==> src/rtl/gshare_fetch_predictor.sv <==
// gshare direction predictor and next-PC selector for the IF stage.
// Qualifies the BTB target with a tagged valid/is_jump table, predicts
// conditional branches with a gshare PHT, keeps a speculative GHR and
// produces flush/recovery information when EX resolves control flow.
module gshare_fetch_predictor #(
   parameter int unsigned IDX_BITS = 5,
   parameter int unsigned GHR_BITS = 5,
   parameter int unsigned CNT_BITS = 16
) (
   input  logic                clk,
   input  logic                reset,
   input  logic [31:0]         pc_in,
   input  logic [31:0]         btb_target,
   input  logic                stall,
   output logic                pred_taken,
   output logic [31:0]         pred_next_pc,
   output logic [GHR_BITS-1:0] pred_ghr,
   input  logic                upd_valid,
   input  logic                upd_is_jump,
   input  logic [31:0]         upd_pc,
   input  logic                upd_taken,
   input  logic [31:0]         upd_target,
   input  logic                upd_pred_taken,
   input  logic [31:0]         upd_pred_target,
   input  logic [GHR_BITS-1:0] upd_ghr,
   output logic                flush,
   output logic [31:0]         recover_pc,
   output logic [CNT_BITS-1:0] branch_count,
   output logic [CNT_BITS-1:0] mispredict_count
);

   localparam int unsigned ENTRIES  = 1 << IDX_BITS;
   localparam int unsigned TAG_BITS = 32 - IDX_BITS - 2;

   logic [ENTRIES-1:0]  valid_q;
   logic [ENTRIES-1:0]  jump_q;
   logic [TAG_BITS-1:0] tag_q [ENTRIES];
   logic [1:0]          pht_q [ENTRIES];
   logic [GHR_BITS-1:0] ghr_q;
   logic [GHR_BITS-1:0] ghr_d;

   logic [IDX_BITS-1:0] fetch_idx;
   logic [IDX_BITS-1:0] fetch_pht_idx;
   logic [TAG_BITS-1:0] fetch_tag;
   logic                fetch_hit;
   logic                fetch_is_jump;

   logic [IDX_BITS-1:0] upd_idx;
   logic [IDX_BITS-1:0] upd_pht_idx;
   logic [TAG_BITS-1:0] upd_tag;
   logic                taken_eff;

   // Fetch-side lookup: tag qualification plus gshare direction
   always_comb begin
      fetch_idx     = pc_in[IDX_BITS+1:2];
      fetch_tag     = pc_in[31:IDX_BITS+2];
      fetch_pht_idx = fetch_idx ^ IDX_BITS'(ghr_q);
      fetch_hit     = valid_q[fetch_idx] && (tag_q[fetch_idx] == fetch_tag);
      fetch_is_jump = jump_q[fetch_idx];
      pred_taken    = fetch_hit && (fetch_is_jump || pht_q[fetch_pht_idx][1]);
      pred_next_pc  = pred_taken ? btb_target : pc_in + 32'd4;
      pred_ghr      = ghr_q;
   end

   // Resolution: detect direction or target mispredicts and pick the fix-up PC
   always_comb begin
      upd_idx     = upd_pc[IDX_BITS+1:2];
      upd_tag     = upd_pc[31:IDX_BITS+2];
      upd_pht_idx = upd_idx ^ IDX_BITS'(upd_ghr);
      taken_eff   = upd_taken | upd_is_jump;
      flush       = reset && upd_valid &&
                    ((taken_eff != upd_pred_taken) ||
                     (taken_eff && (upd_target != upd_pred_target)));
      recover_pc  = taken_eff ? upd_target : upd_pc + 32'd4;
   end

   // Next GHR: recovery from the carried snapshot wins over speculative shift
   always_comb begin
      ghr_d = ghr_q;
      if (flush) begin
         ghr_d = upd_is_jump ? upd_ghr : GHR_BITS'({upd_ghr, upd_taken});
      end else if (!stall && fetch_hit && !fetch_is_jump) begin
         ghr_d = GHR_BITS'({ghr_q, pred_taken});
      end
   end

   // GHR register
   always_ff @(posedge clk or negedge reset) begin
      if (!reset) begin
         ghr_q <= '0;
      end else begin
         ghr_q <= ghr_d;
      end
   end

   // PHT training with 2-bit saturating counters, conditional branches only
   always_ff @(posedge clk or negedge reset) begin
      if (!reset) begin
         for (int unsigned i = 0; i < ENTRIES; i++) begin
            pht_q[IDX_BITS'(i)] <= 2'b01;
         end
      end else if (upd_valid && !upd_is_jump) begin
         if (upd_taken) begin
            if (pht_q[upd_pht_idx] != 2'b11) begin
               pht_q[upd_pht_idx] <= pht_q[upd_pht_idx] + 2'd1;
            end
         end else if (pht_q[upd_pht_idx] != 2'b00) begin
            pht_q[upd_pht_idx] <= pht_q[upd_pht_idx] - 2'd1;
         end
      end
   end

   // Tag table: taken control flow allocates/replaces the entry at its index
   always_ff @(posedge clk or negedge reset) begin
      if (!reset) begin
         valid_q <= '0;
         jump_q  <= '0;
         for (int unsigned i = 0; i < ENTRIES; i++) begin
            tag_q[IDX_BITS'(i)] <= '0;
         end
      end else if (upd_valid && taken_eff) begin
         valid_q[upd_idx] <= 1'b1;
         jump_q[upd_idx]  <= upd_is_jump;
         tag_q[upd_idx]   <= upd_tag;
      end
   end

   // Saturating performance counters
   always_ff @(posedge clk or negedge reset) begin
      if (!reset) begin
         branch_count     <= '0;
         mispredict_count <= '0;
      end else begin
         if (upd_valid && (branch_count != '1)) begin
            branch_count <= branch_count + CNT_BITS'(1);
         end
         if (flush && (mispredict_count != '1)) begin
            mispredict_count <= mispredict_count + CNT_BITS'(1);
         end
      end
   end

endmodule

==> config.mk <==
export PLATFORM = sky130hd
export DESIGN_NAME = gshare_fetch_predictor
export DESIGN_NICKNAME = d
export VERILOG_FILES = /design/src/rtl/gshare_fetch_predictor.sv
export SDC_FILE = /design/constraint.sdc
export NUM_CORES = 2
export LEC_CHECK = 0
export CORE_ASPECT_RATIO = 1.1
export CORE_UTILIZATION = 60
export CTS_CLUSTER_DIAMETER = 80
export DETAILED_ROUTE_END_ITERATION = 7
export PLACE_DENSITY = 0.8
export SLEW_MARGIN = 10
export SYNTH_ARGS = -nofsm -noshare
export SYNTH_HDL_FRONTEND = slang
export SYNTH_SLANG_ARGS = --single-unit
==> constraint.sdc <==
create_clock -name clk -period 7.6 [get_ports clk]
set_clock_uncertainty 0.05 [all_clocks]
set_input_delay 1.52 -clock clk [delete_from_list [all_inputs] [get_ports clk]]
set_output_delay 1.52 -clock clk [all_outputs]
set_load 0.01 [all_outputs]
==> Word level (Yosys, flattened, before mapping) <==
Cells that the tools add are included.
Widths: inputs -> output; s select.
{ "classes": {"bitwise": 8, "order_cmp": 9, "eq_ne": 7, "n_reduce_logical": 23, "add_sub_neg": 6, "n_mux": 31} }
{ "ops": {"columns": ["op", "count"], "rows": [
  ["$bwmux 800", 1],
  ["$mux 64", 3],
  ["$bwmux 64", 2],
  ["$bmux 25 s5", 1],
  ["$demux 25 s5", 1],
  ["$mux 25", 3],
  ["$add 32x3->32 const B", 2],
  ["$mux 32", 2],
  ["$add 16x1->16 const B", 2],
  ["$bwmux 32", 1],
  ["$ne 16x16->1 const B", 2],
  ["$ne 32x32->1", 1],
  ["$or 32x32->32", 1],
  ["$eq 25x25->1", 1],
  ["$ge 6x6->1 const B", 4],
  ["$not 5->6", 4],
  ["$bmux 2 s5", 2],
  ["$mux 5", 3],
  ["$logic_and 1x1->1", 14],
  ["$lt 5x6->1 const B", 2],
  ["$lt 6x1->1 const B", 2],
  ["$bmux 1 s5", 2],
  ["$demux 2 s5", 1],
  ["$mux 2", 5],
  ["other kinds (14)", 22]
]} }
{ "totals": {"output_inout_bits": 103, "word_cells": 153, "register_bits": 965, "input_bits": 172} }

==> Logic depth before layout (Yosys ltp) <==
{ "logic_depth": {"ltp_word": 10, "mapped_depth": 17, "depth_no_buf": 12} }

==> Worst setup path after synthesis <==
No wires, ideal clock.
{ "synth_path": {"path_type": "input port to output port", "startpoint": "in pc_in[2]", "endpoint": "out pred_next_pc[10]", "path_stages": 14, "n_path_buf": 6, "path_slack_ns": 1.148, "t_arrival_ns": 4.882, "required_ns": 6.030, "cell_sequence": "buf_6 > buf_6 > buf_6 > buf_2 > mux4_2 > a2111oi_0 > nor3_1 > nor2_1 > nand4_1 > nand4b_1 > or4_1 > buf_2 > buf_6 > mux2_4"} }
{ "synth_via": {"elab_chain_cells": 8, "elab_cells_between_ends": 19, "cone_classes": "add/sub (1); eq/ne (1); mux (11); bitwise (3); reduce/logical (3)"} }
{ "synth_rtl": {"columns": ["element", "line_no", "text"], "rows": [
  ["start: declaration", "12", "input logic [31:0] pc_in,"],
  ["$not 5->6 (implied by the code) or $xor 5x5->5 (tied branches)", "58, 57", null],
  ["$bmux 25 s5 or $not 5->6 (tied branches)", "58, 60", null],
  ["$mux 25 (implied by the code) or $bmux 2 s5 (tied branches)", "58, 60", null],
  ["$mux 25 (implied by the code) or $mux 2 (tied branches)", "58, 60", null],
  ["$eq 25x25->1 or $mux 2 (tied branches)", "58, 60", null],
  ["$logic_and 1x1->1 or $logic_or 1x1->1 (tied branches)", "58, 60", null],
  ["$logic_and 1x1->1", "60", "pred_taken = fetch_hit && (fetch_is_jump || pht_q[fetch_pht_idx][1]);"],
  ["$mux 32 *", "61", "pred_next_pc = pred_taken ? btb_target : pc_in + 32'd4;"],
  ["end: declaration", "16", "output logic [31:0] pred_next_pc,"]
]} }
Mark *: on every way between the ends. The rest lies on a longest branch, timed or not. The select of a mux whose other input is x is not followed.

==> Worst setup path in the final report <==
{ "layout_path": {"startpoint": "in pc_in[2]", "endpoint": "out pred_next_pc[27]"} }
Same word-level chain as after synthesis.

==> run metrics <==
Final Hold Violating Endpoints=0; final layout net count=3758; unique cell type count in the Yosys netlist=67; cell type with the highest occurrence count on the critical path=buf_4; Slew HR=11.50%; Post-synth EDFFs=0; count of unresolved DRC violations after routing=0; maximum number of pins on one net before global-route repair=190; total routing usage reported by global routing=37.84%; port buffer count=274; mean instance size in the synthesized netlist=14.23 µm²; list of cells traversed by the critical path=buf_12, buf_4, buf_4, buf_4, mux4_2, a2111oi_1, buf_4, nor3_1, nor2b_1, nand4bb_1, or4_2, buf_12, mux2_4, clkdlybuf4s50_1; P_leak=24.42 nW; area grow syn2layout=17.36%; H-tree levels=3; root buffer selected by CTS=clkbuf_16; largest fanout of any net on the critical path=30; Async SR Flop Fraction=100.0%; biggest area consumer among synthesized cells=dfrtp_1; total number of yosys warnings=0; ports placed on the boundary=275; count of vias placed by the detailed router=31.62k; WP buf/inv=7; Final Setup Violations=2; Worst path max stage delay=0.75 ns; peak ir drop on the vdd network=0.1640 mV; violated checks=negative setup slack; cell count after synthesis=3295; sequential element share of the synthesized area=51.59%; Critical-path top delay cell=or4_2; final critical path time including I/O delays and setup=7.617 ns; share of the synthesized area in the top cell type=49.80%; placement row count=107; WP data arrival=6.05 ns; die width=268.5 µm; ratio of total power to cell area=262.3 mW/mm²; via count of the first global-routing pass=33.33k; most common cell after layout, fill and taps aside=dfrtp_1; DIE AREA=0.07926 mm²; fraction of layout instances using a drive strength above 1=43.96%; max-capacitance violation count=0; clock tree from TritonCTS=built; actual slew at the worst max-slew pin=1.324 ns; routability cong.=0.9285; leading post-synthesis cells by cell area=dfrtp_1 50%, mux2_2 22%, mux4_2 9.1%; Hold Slack=0.4162 ns; critical path required time=6.03 ns; Clk pin slew, worst setup/hold paths=0.06 ns; number of clock sinks seen by CTS=965; Netlist Area Pre-Place=0.04688 mm²; min setup slack post-route=-0.01744 ns; detailed-placement wirelength estimate=95170 µm; Post-Route Utilization=71.10%; Initial Util=60.59%; per-cell via count in the routed design=6.735; number of antenna violations at the first check in global routing=6; most frequently used flop master after synthesis=dfrtp_1; antenna-violating nets left=0; deepest clock path buffer count=3; type of the tightest min-delay check=reg2reg; class of the most critical setup path=in2out; sort of element at the end of the critical path=output port; total detailed-routing wirelength=147700 µm; first-pass GRT wire length=217100 µm; TritonCTS buffer count=96; detailed router's first-iteration violation count=2966; kind of start point of the critical path=primary input; remaining global-route overflow=0; clock insertion delay at the later pin of the skew report=0.68 ns; achievable frequency=131.3 MHz; most frequent cells in the layout=933 x dfrtp_1, 914 x mux2_2, 267 x clkdlybuf4s50_1; flip-flop and latch count after synthesis=965; drt first pass iters=8; Period Utilization, post-route=100.2%; number of nets in the synthesized netlist=3476; Wirelength per Cell=31.45 µm; overall die height=295.2 µm; status=finished, violations left; number of max-slew violations in the final report=0; Crit path max-delay family=buffers and inverters; total core area=0.07738 mm²
-- state kept, by name (all words and copies together) (netlist names), named ones only --
register and cells:
jump_q 32, pht_q 32, valid_q 32, tag_q 800
mispredict_count 16, pred_ghr 5, branch_count 16
-- layer usage --
| layer | global-route usage (%) | vias up | wire length [µm] |
|---|---|---|---|
| li1 | - | 12727 | - |
| met1 | 49.19 | 16546 | 55600 |
| met2 | 58.27 | 1832 | 67980 |
| met3 | 9.654 | 512 | 15020 |
| met4 | 21.20 | 6 | 9033 |
| met5 | 0 | - | 46 |
-- power by group --
group	internal, mW	switching, mW
Sequential	6.12	0.571
Combinational	1.52	1.17
Clock	2.97	2.07
Total	10.6	3.82
-- final cells by class --
class,count,area [µm²]
fill,4947,22360
tap,1035,1295
sequential,965,24190
inverter,13,48.80
clock buffer,134,2738
timing repair buffer,458,4434
antenna,2,5.005
clock inverter,45,604.3
multi-input combinational,2043,21710
-- stage by stage --
stage                     power (mW)  TNS (ns)  setup slack [ns]  cell area, µm²  std cells
after floorplan                8.334         0             1.148           46880       3295
final                          14.43  -0.03122          -0.01744           55020       4695
after CTS                      14.40         0           0.01313           54910       4691
after detailed placement       9.382    -2.810           -0.1228           51540       4512
after global placement         9.174    -2.277          -0.08386           51540       4512
after global routing           14.93    -3.690           -0.1457           55020       4694
-- kinds of logic (layout without fill, tap and decap cells) --
group | after synthesis | count (layout) | share of synthesized area, %
compound gates | 210 | 210 | 3.307
buf+inv | 287 | 650 | 2.858
other cells | 0 | 2 | 0
xor+xnor | 136 | 136 | 2.541
simple gates | 428 | 428 | 4.750
flops | 965 | 965 | 51.59
mux | 1260 | 1260 | 34.71
fa+ha+maj | 9 | 9 | 0.2402
-- worst register-to-register path, cell delays in order (launching register included) --
cell and delay (ns):
dfrtp_1 0.39, mux4_2 0.48, a22o_1 0.27, a2111oi_1 0.44
buf_4 0.19, nor3_1 0.05, buf_4 0.16, nor4b_1 0.39
nand4_1 0.21, nor4_2 0.53, buf_4 0.29, mux2_2 0.35
o21ai_0 0.09
-- Yosys cell counts, types with 11 or more instances --
master     count
a2111oi_0     16
o21ai_0       41
and3_1        22
a22o_1        31
a21oi_1       11
xnor2_1       64
buf_6         21
mux4_2       190
o22ai_1       24
nand4_1       25
dfrtp_1      933
mux2i_1      128
nor4_1        13
a22oi_1       16
and4_1        11
nand2_1       84
clkbuf_1     201
nor2b_1       13
nor3_1        22
xor2_1        72
buf_2         26
dfstp_2       32
nand3_1       60
or2_2         35
buf_4         16
nor2_1        97
inv_1         12
mux2_2       914
o221ai_1      19
mux2_4        28
-- final timing paths --
kind | startpoint | end | slack (ns) | cells after the start
hold reg to reg | valid_q[2] | valid_q[2] | 0.42 | 1
hold / removal | valid_q[2] | valid_q[2] | 0.42 | 1
setup / recovery | pc_in[2] | pred_next_pc[27] | -0.02 | 14
min in group asynchronous | reset | valid_q[17] | 0.77 | 1
setup reg to reg | tag_q[259] | pred_ghr[2] | 3.60 | 12
max in group asynchronous | reset | mispredict_count[3] | 4.18 | 3
-- timing repair --
action / in CTS / in global routing
setup buffers: 0 / 1
gates cloned: 0 / 1
hold buffers: 0 / 0
setup endpoints to repair: 32 / 32
resized for setup: 10 / 18
pin swaps: 0 / 1
(Power assumes the default switching activity.)
